--- src/rtl/seven_segment_pkg.sv ---
// rtl/seven_segment_pkg.sv - shared glyph table and display constants for the digit scanner
package seven_segment_pkg;

    // Segment pattern with every segment dark ({g,f,e,d,c,b,a}, active-low)
    localparam logic [6:0] SEG_BLANK = 7'h7F;

    // Anode pattern with every digit off, sized for the widest legal display
    localparam int         MAX_DIGITS = 8;
    localparam logic [MAX_DIGITS-1:0] ANODE_OFF = 8'hFF;

    // Standard hex glyphs, active-low
    function automatic logic [6:0] hex_glyph(input logic [3:0] nibble);
        logic [6:0] glyph;
        glyph = SEG_BLANK;
        case (nibble)
            4'h0: glyph = 7'h40;
            4'h1: glyph = 7'h79;
            4'h2: glyph = 7'h24;
            4'h3: glyph = 7'h30;
            4'h4: glyph = 7'h19;
            4'h5: glyph = 7'h12;
            4'h6: glyph = 7'h02;
            4'h7: glyph = 7'h78;
            4'h8: glyph = 7'h00;
            4'h9: glyph = 7'h10;
            4'hA: glyph = 7'h08;
            4'hB: glyph = 7'h03;
            4'hC: glyph = 7'h46;
            4'hD: glyph = 7'h21;
            4'hE: glyph = 7'h06;
            4'hF: glyph = 7'h0E;
            default: glyph = SEG_BLANK;
        endcase
        return glyph;
    endfunction

endpackage

--- src/rtl/seven_seg_hex_decoder.sv ---
// rtl/seven_seg_hex_decoder.sv - combinational nibble to active-low seven-segment glyph
module seven_seg_hex_decoder
    import seven_segment_pkg::*;
(
    input  logic [3:0] nibble,
    output logic [6:0] glyph
);

    // Pure table lookup; the scanner registers the result
    assign glyph = hex_glyph(nibble);

endmodule

--- src/rtl/seven_segment_scanner.sv ---
// rtl/seven_segment_scanner.sv - multiplexed seven-segment scanner with guard, blanking and frame shadowing
module seven_segment_scanner
    import seven_segment_pkg::*;
#(
    parameter int NUM_DIGITS = 4,
    parameter int PRESCALE   = 50000,
    parameter int GUARD      = 2
) (
    input  logic                    clk,
    input  logic                    reset,
    input  logic [4*NUM_DIGITS-1:0] value,
    input  logic [NUM_DIGITS-1:0]   dp_in,
    input  logic [NUM_DIGITS-1:0]   blank,
    input  logic                    lz_en,
    output logic [NUM_DIGITS-1:0]   an,
    output logic [6:0]              seg,
    output logic                    dp,
    output logic                    frame_done
);

    localparam int IDX_W = (NUM_DIGITS > 1) ? $clog2(NUM_DIGITS) : 1;
    localparam int PS_W  = $clog2(PRESCALE);

    localparam logic [IDX_W-1:0]      LAST_IDX  = IDX_W'(NUM_DIGITS - 1);
    localparam logic [PS_W-1:0]       LAST_PS   = PS_W'(PRESCALE - 1);
    localparam logic [PS_W-1:0]       GUARD_PS  = PS_W'(GUARD);
    localparam logic [NUM_DIGITS-1:0] AN_OFF    = ANODE_OFF[NUM_DIGITS-1:0];

    logic [PS_W-1:0]         presc, presc_nx;
    logic [IDX_W-1:0]        idx, idx_nx;
    logic [4*NUM_DIGITS-1:0] sh_value, sh_value_nx;
    logic [NUM_DIGITS-1:0]   sh_dp, sh_dp_nx;
    logic [NUM_DIGITS-1:0]   sh_blank, sh_blank_nx;
    logic                    sh_lz, sh_lz_nx;

    logic                    tick, wrap;
    logic                    upper_zero;
    logic [NUM_DIGITS-1:0]   digit_blank;
    logic [3:0]              nib_sel;
    logic [6:0]              glyph;
    logic [NUM_DIGITS-1:0]   an_nx;
    logic [6:0]              seg_nx;
    logic                    dp_nx;

    // Timebase: slot tick at the end of each prescaler period, frame wrap after the last digit
    always_comb begin
        tick        = (presc == LAST_PS);
        wrap        = tick && (idx == LAST_IDX);
        presc_nx    = tick ? '0 : presc + PS_W'(1);
        idx_nx      = idx;
        if (wrap) begin
            idx_nx = '0;
        end else if (tick) begin
            idx_nx = idx + IDX_W'(1);
        end
        sh_value_nx = wrap ? value : sh_value;
        sh_dp_nx    = wrap ? dp_in : sh_dp;
        sh_blank_nx = wrap ? blank : sh_blank;
        sh_lz_nx    = wrap ? lz_en : sh_lz;
    end

    // Blanking per digit: forced blank, or a leading zero when everything above is also zero
    always_comb begin
        digit_blank = sh_blank_nx;
        upper_zero  = 1'b1;
        for (int i = NUM_DIGITS - 1; i >= 0; i--) begin
            upper_zero = upper_zero && (sh_value_nx[4*i +: 4] == 4'h0);
            if (sh_lz_nx && (i > 0) && upper_zero) begin
                digit_blank[i] = 1'b1;
            end
        end
    end

    assign nib_sel = sh_value_nx[4*idx_nx +: 4];

    seven_seg_hex_decoder u_decoder (
        .nibble (nib_sel),
        .glyph  (glyph)
    );

    // Output image for the state being entered, so outputs move on the same edge as the index
    always_comb begin
        an_nx  = AN_OFF;
        seg_nx = SEG_BLANK;
        dp_nx  = 1'b1;
        if (!(presc_nx < GUARD_PS) && !digit_blank[idx_nx]) begin
            an_nx[idx_nx] = 1'b0;
            seg_nx        = glyph;
            dp_nx         = ~sh_dp_nx[idx_nx];
        end
    end

    // State and output registers; reset drops everything dark immediately
    always_ff @(posedge clk or negedge reset) begin
        if (!reset) begin
            presc      <= '0;
            idx        <= '0;
            sh_value   <= '0;
            sh_dp      <= '0;
            sh_blank   <= '0;
            sh_lz      <= 1'b0;
            an         <= AN_OFF;
            seg        <= SEG_BLANK;
            dp         <= 1'b1;
            frame_done <= 1'b0;
        end else begin
            presc      <= presc_nx;
            idx        <= idx_nx;
            sh_value   <= sh_value_nx;
            sh_dp      <= sh_dp_nx;
            sh_blank   <= sh_blank_nx;
            sh_lz      <= sh_lz_nx;
            an         <= an_nx;
            seg        <= seg_nx;
            dp         <= dp_nx;
            frame_done <= wrap;
        end
    end

endmodule

--- config.mk ---
export PLATFORM = sky130hd
export DESIGN_NAME = seven_segment_scanner
export DESIGN_NICKNAME = d
export VERILOG_FILES = /design/src/rtl/seven_segment_pkg.sv /design/src/rtl/seven_seg_hex_decoder.sv /design/src/rtl/seven_segment_scanner.sv
export SDC_FILE = /design/constraint.sdc
export NUM_CORES = 1
export LEC_CHECK = 0
export BUFFER_PORTS_ARGS = -buffer_cell sky130_fd_sc_hd__buf_2
export CELL_PAD_IN_SITES_DETAIL_PLACEMENT = 0
export CELL_PAD_IN_SITES_GLOBAL_PLACEMENT = 1
export CORE_UTILIZATION = 45
export DETAILED_ROUTE_END_ITERATION = 10
export PLACE_DENSITY = 0.91
export SETUP_SLACK_MARGIN = 0.4
export SYNTH_ARGS = -nofsm -noshare
export SYNTH_HDL_FRONTEND = slang
export SYNTH_SLANG_ARGS = --single-unit
--- constraint.sdc ---
create_clock -name clk -period 4.1 [get_ports clk]
set_clock_uncertainty 0.1 [all_clocks]
set_input_delay 0.205 -clock clk [delete_from_list [all_inputs] [get_ports clk]]
set_output_delay 0.205 -clock clk [all_outputs]
set_load 0.01 [all_outputs]
; After elaboration in Yosys (flattened, before gate mapping)
; Memories as Yosys holds them, arrays and structs flattened.
; Index checks and enable logic that the tools add are counted.
[totals]
ff_bits = 56
mem_bits_ro = 112
inputBits = 27
output_inout_bits = 13
word_cells = 53
memories = 1
[memory_table]
columns = name, depth, width, rd, rd_clocked_by_memory_dff, write_ports, line
row1 = (no name shown), 16, 7, 1, 0, 0, seven_segment_pkg.sv:15  ; case (nibble)
[op_classes]
n_addsub = 2
order_cmp = 3
eq_ne = 2
n_shift = 1
mux = 19
bitwise = 2
n_reduce_logical = 13
[op_table]
columns = cell, n
row1 = 2-to-1 mux 16 bit, 2
row2 = adder 16 x 1 -> 16 bit (second input constant), 1
row3 = equality test 16 bit (second input constant), 1
row4 = less-than comparator 16 x 2 -> 1 bit (second input constant), 1
row5 = variable part select 16 x 5 -> 4 bit, 1
row6 = logical NOT 4 bit, 3
row7 = 2-to-1 mux 4 bit, 3
row8 = logical AND 1 bit, 8
row9 = 2-to-1 mux 1 bit, 8
row10 = 2-to-1 mux 7 bit, 1
row11 = binary-select mux 1 bit (select 2 bit), 2
row12 = 2-to-1 mux 2 bit, 2
row13 = inverter 4 bit, 1
row14 = less-than comparator 2 x 3 -> 1 bit (second input constant), 1
row15 = adder 2 x 1 -> 2 bit (second input constant), 1
row16 = demux 1 bit (select 2 bit), 1
row17 = equality test 2 bit (second input constant), 1
row18 = >= comparator 2 x 1 -> 1 bit (second input constant), 1
row19 = logical NOT 1 bit, 2
row20 = inverter 1 bit, 1

; Logic depth before layout (Yosys ltp)
; Gate-level depths: netlist of run 1.
[depth]
ltp_word = 13
mapped_depth = 15
ltp_nobuf = 14

; Cells and area by module
; A second synthesis of run 1 with hierarchy kept.
[hier_totals]
hier_cells = 269
area_unflattened_um2 = 3078.0
[by_module_without_submodules]
columns = mod, instances, cells_each, area_each_um2
row1 = seven_segment_scanner, 1, 237, 2802.7
row2 = seven_seg_hex_decoder, 1, 32, 275.3

; Worst setup path after synthesis of run 1
; OpenSTA, ideal clock, no wires.
[synth_timing]
path_type = reg-to-reg
startpoint = register presc[11]
endpoint = register seg[3]
setup_time_ps = 81
arrival_ps = 3359
required_ps = 3919
setup_slack_ps = 560
path_stages_with_launch = 14
path_buffers = 2
period_less_slack_ps = 3540
cell_sequence = dfrtp_1 -> buf_2 -> or4b_1 -> nor4_4 -> mux2i_1 -> buf_2 -> mux2i_1 -> mux2i_1 -> inv_1 -> ha_1 -> inv_1 -> mux2i_1 -> mux2i_1 -> nand2b_1
[synth_between]
elab_chain_len = 13
word_cells_on_any_way = 29
classes_between = 1 x add/sub / 1 x order compare / 1 x eq/ne / 1 x shift / 12 x mux / 12 x reduce/logical / 1 x memory
[synth_lines]
columns = item, line
row1 = start: declaration, seven_segment_scanner.sv:29  ; logic [PS_W-1:0] presc, presc_nx;
row2 = start signal: assignment, seven_segment_scanner.sv:107  ; presc <= presc_nx;
row3 = "parallel branches: the longest is 12 deep, another holds adder 16 x 1 -> 16 bit", --
row4 = 2-to-1 mux 7 bit (*), seven_segment_scanner.sv:86  ; if (!(presc_nx < GUARD_PS) && !digit_blank[idx_nx]) begin
row5 = via seg_nx[3], seven_segment_scanner.sv:42  ; logic [6:0] seg_nx;
row6 = end signal: assignment, seven_segment_scanner.sv:114  ; seg <= seg_nx;
row7 = end: declaration, seven_segment_scanner.sv:16  ; output logic [6:0] seg,
; Mark *: on every way through the listed nets, which the timed path passes. The select of a mux whose other input is x is not followed.

; Worst setup path in the final report of run 1
[layout_timing]
startpoint = register presc[4]
endpoint = register seg[5]
[layout_between]
word_cells_on_any_way = 29
classes_between = 1 x add/sub / 1 x order compare / 1 x eq/ne / 1 x shift / 12 x mux / 12 x reduce/logical / 1 x memory
[layout_lines]
columns = item, line
row1 = equality test 16 bit, seven_segment_scanner.sv:47  ; tick = (presc == LAST_PS);
row2 = logical AND 1 bit, seven_segment_scanner.sv:48  ; wrap = tick && (idx == LAST_IDX);
row3 = 2-to-1 mux 16 bit, seven_segment_scanner.sv:56  ; sh_value_nx = wrap ? value : sh_value;
row4 = via sh_value_nx[1], seven_segment_scanner.sv:31  ; logic [4*NUM_DIGITS-1:0] sh_value, sh_value_nx;
row5 = variable part select 16 x 5 -> 4 bit, seven_segment_scanner.sv:74  ; assign nib_sel = sh_value_nx[4*idx_nx +: 4];
row6 = memory (16 x 7 bit), --
row7 = 2-to-1 mux 7 bit, seven_segment_scanner.sv:86
row8 = via seg_nx[5], seven_segment_scanner.sv:42
; The timed path passes the listed nets, and every way through them passes these cells. The select of a mux whose other input is x is not followed.

==> metrics, run 1 <==
Inserted Clock Buffers=5; syn nets=about 340; ys flop type=dfrtp_1; Setup crit end kind=flip-flop; asr flop ratio synth=100%; grt ovf=0; P per Cell Area=about 280 nW/um2; Mapped Cells=slightly above 300; vias in the first global route=around 2400; crit-path most repeated cell=mux2_2; Fmax=~290 MHz; full die area=roughly 7200 um2; multiplexer share of the synthesized area=between 10% and 20%; H-tree depth=2; nets@finish=between 300 and 400; pre-CTS WS=between 500 and 600 ps; post-synthesis xor/xnor area fraction=between 3 and 4%; Root Buffer Master=clkbuf_8; synthesis-stage register bit count=56; final WL=6.73 mm; Adder-Cell Fraction of Synth Area=under 10%; total track usage=19.8%; largest family of logic cells by synthesized area=simple AND/OR/NAND/NOR gates; Initial Util=approximately 48%; ANT nets after route=0; Peak VDD IR=between 0.00015 and 0.0002 V; Pleak=1.57 nW; worst skew pair latency=just over 300 ps; Slew HR=49.9%; Die H=85.0 um; Mapped Area=3100 um2; filler instances=600; dominant cell type by area after synthesis=dfrtp_1; Clock transition at path regs=~100 ps; ANT cells=0; fin. max-slew vios=0; first-pass GRT wire length=~11 mm; vias per cell=around 5.5; Vias=2362; largest net degree at the start of global routing=57; CP Max Fanout=25; commonest non-fill, non-tap cell in the layout=nand2_1; Cell Rows=29; top cell type's share of synthesized area=35.5%; drt first pass iters=4; Post-Layout Cell Count=~430; status=finished clean; CTS tree=built; Min-Delay Path Class=input port to flip-flop; Setup TNS=0 ps; core box area=6490 um2; share of layout cells above drive strength 1=24.9%; Final setup viols=0; WP data arrival=between 3000 and 4000 ps; CP max stage cell=or4_4; crit share post-route=a little over four fifths; CP cell instances=or4b_4 -> or4_4 -> mux2_2 -> mux2i_1 -> o21ai_2 -> inv_1 -> ha_1 -> mux2_2 -> nand2_1 -> o211ai_1; die width=about 85 um; dpl hpwl=just under 5 mm; Post-Synth Simple-Gate Area=about a quarter; Layout area overhead=13.3%; smallest hold slack=between 10 and 15 ps; RSZ-0062 raised after global routing=no; crit path kind=flip-flop to flip-flop; wire length per cell=about 16 um; Post-synth EDFFs=0; Clock Sinks=between 50 and 60; I/O pin count=40; postcts setup bufs=0; max-cap viol count=0; total power draw=approximately 0.00098 W; Mean Syn Cell Area=between 10 and 15 um2; Final Wtd Congestion=~0.84; Port-buffer cells=39; Setup WS post-layout=approximately 660 ps; Initial DRC Count=between 100 and 150; Clock Tree Buf Depth=2; Compound-Gate Fraction of Synth Area=8.72%; required time worst endpoint=4230 ps; sequential share of the synthesized area=roughly 46%; initial antenna violation count=0; CP startpoint kind=flip-flop; Netlist cell types=56; min cycle time layout=between 3000 and 4000 ps; placed cell count=415; synth top area cells=dfrtp_1 (36%), dfstp_2 (10%), nand2_1 (7.3%); DRC errors left=0; final hold vios=0; synth warn=0; CP max stage delay=just under 700 ps; most frequent cells in the layout=nand2_1 (60), dfrtp_1 (44), buf_2 (39), inv_1 (16), mux2i_1 (16); Worst-Margin Slew=745 ps
cells by family (layout without fill, tap and decap cells):
group | after synthesis | count (layout)
and+or+nand+nor | 136 | 136
DFF | 56 | 56
AOI/OAI and AO/OA | 36 | 36
buffers and inverters | 32 | 73
muxes | 29 | 29
xor gates and xnor gates | 12 | 12
adders and majority gates | 8 | 8
timing repair:
action	in CTS	in global routing
hold buffers	4	0
resized for setup	0	2
hold endpoints to repair	47	0
endpoints found under the setup margin	0	2
worst paths after layout:
check                            startpoint     endpoint  slack [ps]  depth (start not counted)
worst max-delay path               presc[4]       seg[5]         660                         10
worst min-delay path               dp_in[0]     sh_dp[0]          10                          3
worst max register to register     presc[4]       seg[5]         660                         10
worst min register to register  sh_blank[0]  sh_blank[0]         370                          2
max in group asynchronous             reset  sh_value[8]        2990                          3
min in group asynchronous             reset    presc[13]         460                          3
worst max-delay path, delay by kind of cell, from the launching register on:
| kind | cells | cell delay, ps |
|---|---|---|
| AOI/OAI and AO/OA | 2 | 360 |
| adders and majority gates | 1 | 280 |
| buffers and inverters | 1 | 130 |
| DFF | 1 | 480 |
| muxes | 3 | 680 |
| and+or+nand+nor | 3 | 1330 |
synth_stat cells (all sizes together) (5+ instances only):
cell / count
o221ai: 5
o21ai: 5
o211ai: 6
buf: 8
ha: 8
nor2: 16
nand3: 8
nand2b: 7
nor4: 10
dfstp: 12
a21oi: 5
mux2: 10
dfrtp: 44
mux2i: 19
clkbuf: 8
nand2: 60
inv: 16
xor2: 7
xnor2: 5
through the flow:
stage          cell area (um2)  utilization (%)
3_5_place_dp              3350             51.6
2_1_floorplan             3100                -
3_3_place_gp              3350             51.6
5_1_grt                   3510             54.1
4_1_cts                   3500             53.9
6_report                  3510             54.1
power by group:
part | internal, W | switching, W
combinational | 0.0000248 | 0.0000312
sequential | 0.000558 | 0.00000208
clock | 0.000181 | 0.000179
state kept, by name (all words and copies together), names as in the netlist, 2 cells and up:
| name | flops |
|---|---|
| an | 4 |
| idx | 2 |
| presc | 16 |
| sh_blank | 4 |
| sh_value | 16 |
| sh_dp | 4 |
| seg | 7 |
layout make-up:
cell class | count | area, um2 | share of cell area (%)
repair buffers | 49 | 280 | 7.98
flip-flops and latches | 56 | 1420 | 40.3
well taps | 77 | 96.3 | 2.74
inverters | 16 | 60.1 | 1.71
multi-input cells | 221 | 1550 | 44.0
clock buffers | 5 | 68.8 | 1.96
clock inverters | 3 | 42.5 | 1.21
layer usage:
metal	share of wire [%]	track usage [%]
met5	0	0
met4	1.2	5.70
met3	2.9	3.70
met2	49	33.9
met1	47	25.5
Note: power is estimated with default switching activity, not from simulation.
==> run 2, diff against run 1 <==
--- a/config.mk
+++ b/config.mk
@@ -5,10 +5,11 @@
 export SDC_FILE = /design/constraint.sdc
 export NUM_CORES = 1
 export LEC_CHECK = 0
+export ABC_AREA = 1
 export BUFFER_PORTS_ARGS = -buffer_cell sky130_fd_sc_hd__buf_2
 export CELL_PAD_IN_SITES_DETAIL_PLACEMENT = 0
 export CELL_PAD_IN_SITES_GLOBAL_PLACEMENT = 1
-export CORE_UTILIZATION = 45
+export CORE_UTILIZATION = 43
 export DETAILED_ROUTE_END_ITERATION = 10
 export PLACE_DENSITY = 0.91
 export SETUP_SLACK_MARGIN = 0.4
==> constraint.sdc (replaced) <==
create_clock -name clk -period 3.2 [get_ports clk]
set_clock_uncertainty 0.1 [all_clocks]
set_input_delay 0.16 -clock clk [delete_from_list [all_inputs] [get_ports clk]]
set_output_delay 0.16 -clock clk [all_outputs]
set_load 0.01 [all_outputs]
==> metrics, run 2 <==
total track usage=between 20% and 30%; Final setup viols=0; Min-Delay Path Class=input port to flip-flop; synthesis-stage register bit count=56; Setup TNS=0 ps; CP Max Fanout=13; Fmax=around 380 MHz; Sw Ratio=22.3%; Clock transition at path regs=around 100 ps; Worst-Margin Slew=roughly 1000 ps; grt ovf=0; CP startpoint kind=flip-flop; Port-buffer cells=39; synth warn=0; ANT cells=0; Setup crit end kind=flip-flop; required time worst endpoint=roughly 3300 ps; full die area=between 8000 and 9000 um2; Slew HR=31.5%; smallest hold slack=-2.88 ps; CTS tree=built; nets@finish=approximately 550; max-cap viol count=0; synth cell count leaders=nand2_1 (169), inv_1 (55), dfrtp_1 (44), nand3_1 (36), nor2_1 (34); vias per cell=about 4.8; asr flop ratio synth=between 90% and 100%; sw power=between 0.0002 and 0.0003 W; clock group share of total power=roughly 36%; Vias=around 3000; largest net degree at the start of global routing=between 40 and 50; crit share post-route=81.6%; crit path kind=flip-flop to flip-flop; min cycle time layout=around 2600 ps; Clock Tree Buf Depth=2; Pleak=2.07 nW; failing checks=hold timing; worst skew pair latency=~320 ps; placed cell count=between 500 and 600; wire length per cell=approximately 12 um; Multi-input gate area=1650 um2; Combinational Power Share=3.7%; Cell Rows=31; Post-Layout Cell Count=just over 600; share of layout cells above drive strength 1=between 20 and 25%; dominant cell type by area after synthesis=dfrtp_1; fin. max-slew vios=0; Inserted Clock Buffers=5; most frequent cells in the layout=nand2_1 (168), inv_1 (55), dfrtp_1 (41), buf_2 (39), nand3_1 (36); vias in the first global route=2780; RSZ-0062 raised after global routing=no; Initial DRC Count=between 150 and 200; Root Buffer Master=clkbuf_8; commonest non-fill, non-tap cell in the layout=nand2_1; Layout area overhead=17.6%; count leader, synth=nand2_1; initial antenna violation count=0; Final Wtd Congestion=slightly below 0.9; Initial Util=roughly 45%; Reg area=1420 um2; Flop pwr share=about three fifths; syn nets=~480; ANT nets after route=0; Post-synth EDFFs=0; die width=approximately 90 um; Clock Sinks=56; biggest regs=presc (16), sh_value (16), seg (7); WP data arrival=approximately 2800 ps; Mapped Cells=approximately 450; ys flop type=dfrtp_1; top cell type's share of synthesized area=around a third; final hold vios=1; final WL=about 7.6 mm; dpl hpwl=5.69 mm; DRC errors left=0; P per Cell Area=around 300 nW/um2; Mapped Area=between 3000 and 4000 um2; status=finished, violations left; internal power=between 0.0009 and 0.001 W; Peak VDD IR=between 0.00015 and 0.0002 V; Die H=90.1 um; Netlist cell types=32; I/O pin count=40; core box area=7370 um2; synth top area cells=dfrtp_1 (33%), nand2_1 (19%), dfstp_2 (9.4%); Finished Core Util=53.3%; drt first pass iters=5; Mean Syn Cell Area=about 7.4 um2; H-tree depth=2; sequential share of the synthesized area=between 40 and 50%; first-pass GRT wire length=roughly 13 mm; filler instances=just over 700
## run 2: cell count changes after synthesis, sizes merged, moves of 10 or more
| cell | change |
|---|---|
| inv | +49 |
| mux2 | -10 |
| mux2i | -19 |
| nand2 | +127 |
| nand3 | +33 |
| nor2 | +27 |
| nor4 | -10 |
## run 2: what timing repair did
action | 4_1_cts | 5_1_grt
endpoints found under the hold margin | 52 | 1
buffers inserted | 0 | 10
pin swaps | 0 | 6
hold buffers | 9 | 1
setup endpoints to repair | 5 | 10
gates resized for setup | 3 | 13
## run 2: area by class of cell
cell class / instances / share of cell area, %
clock buffers: 7 / 2.20
clock inverters: 1 / 0.159
inverters: 66 / 6.56
multi-input cells: 320 / 42.0
flip-flops and latches: 56 / 36.1
well taps: 99 / 3.15
repair buffers: 61 / 9.81
## run 2: kinds of logic (layout without fill, tap and decap cells)
logic type / after synthesis / count (layout) / share of synthesized area (%)
simple gates: 293 / 293 / 41.0
xor+xnor: 5 / 5 / 1.31
flops: 56 / 56 / 42.4
compound gates: 14 / 14 / 2.88
buf+inv: 73 / 135 / 9.36
fa+ha+maj: 8 / 8 / 3.00
## run 2: path summary, 6_finish.rpt
kind | from | endpoint | slack, ps | depth (start not counted)
max | presc[0] | seg[3] | 590 | 17
min | blank[2] | sh_blank[2] | -3 | 3
max reg2reg | presc[0] | seg[3] | 590 | 17
min reg2reg | sh_dp[0] | sh_dp[0] | 390 | 2
max in group asynchronous | reset | dp | 1710 | 3
min in group asynchronous | reset | sh_value[0] | 460 | 2
## run 2: power by group through the flow
stage	Clock (W)	Combinational (W)	Sequential [W]
CTS	0.000428	0.0000432	0.000708
detailed placement	0	0.0000347	0.000721
global placement	0	0.0000346	0.000721
finish	0.000416	0.0000427	0.000708
global route	0.000459	0.0000487	0.000708
floorplan	0	0.00000170	0.000721
## run 2: through the flow
stage | instance area [um2] | total power, W | setup WS [ps]
2_1_floorplan | 3340 | 0.000723 | 688
3_3_place_gp | 3610 | 0.000756 | 411
3_5_place_dp | 3610 | 0.000756 | 300
4_1_cts | 3810 | 0.00118 | 412
5_1_grt | 3930 | 0.00122 | 392
6_report | 3930 | 0.00117 | 589
## run 2: worst max-delay path, cell delays in order, from the launching register on
cell and delay, ps:
dfrtp_1 410, ha_4 200, nand3_4 130, nor2_4 200
nand3_4 150, buf_4 230, nand2_1 70, nand2_1 110
nand2_1 90, nand2_1 50, nand2_1 50, nand2_1 110
ha_1 250, nand3b_1 170, nand3_1 80, nand2_1 50
inv_1 40, nand3_1 50
## run 2: layer usage
metal  share of wire, %  GRT usage [%]
met4                1.8           6.72
met5                  0              0
met3                4.8           4.06
met1                 49           28.8
met2                 44           30.1
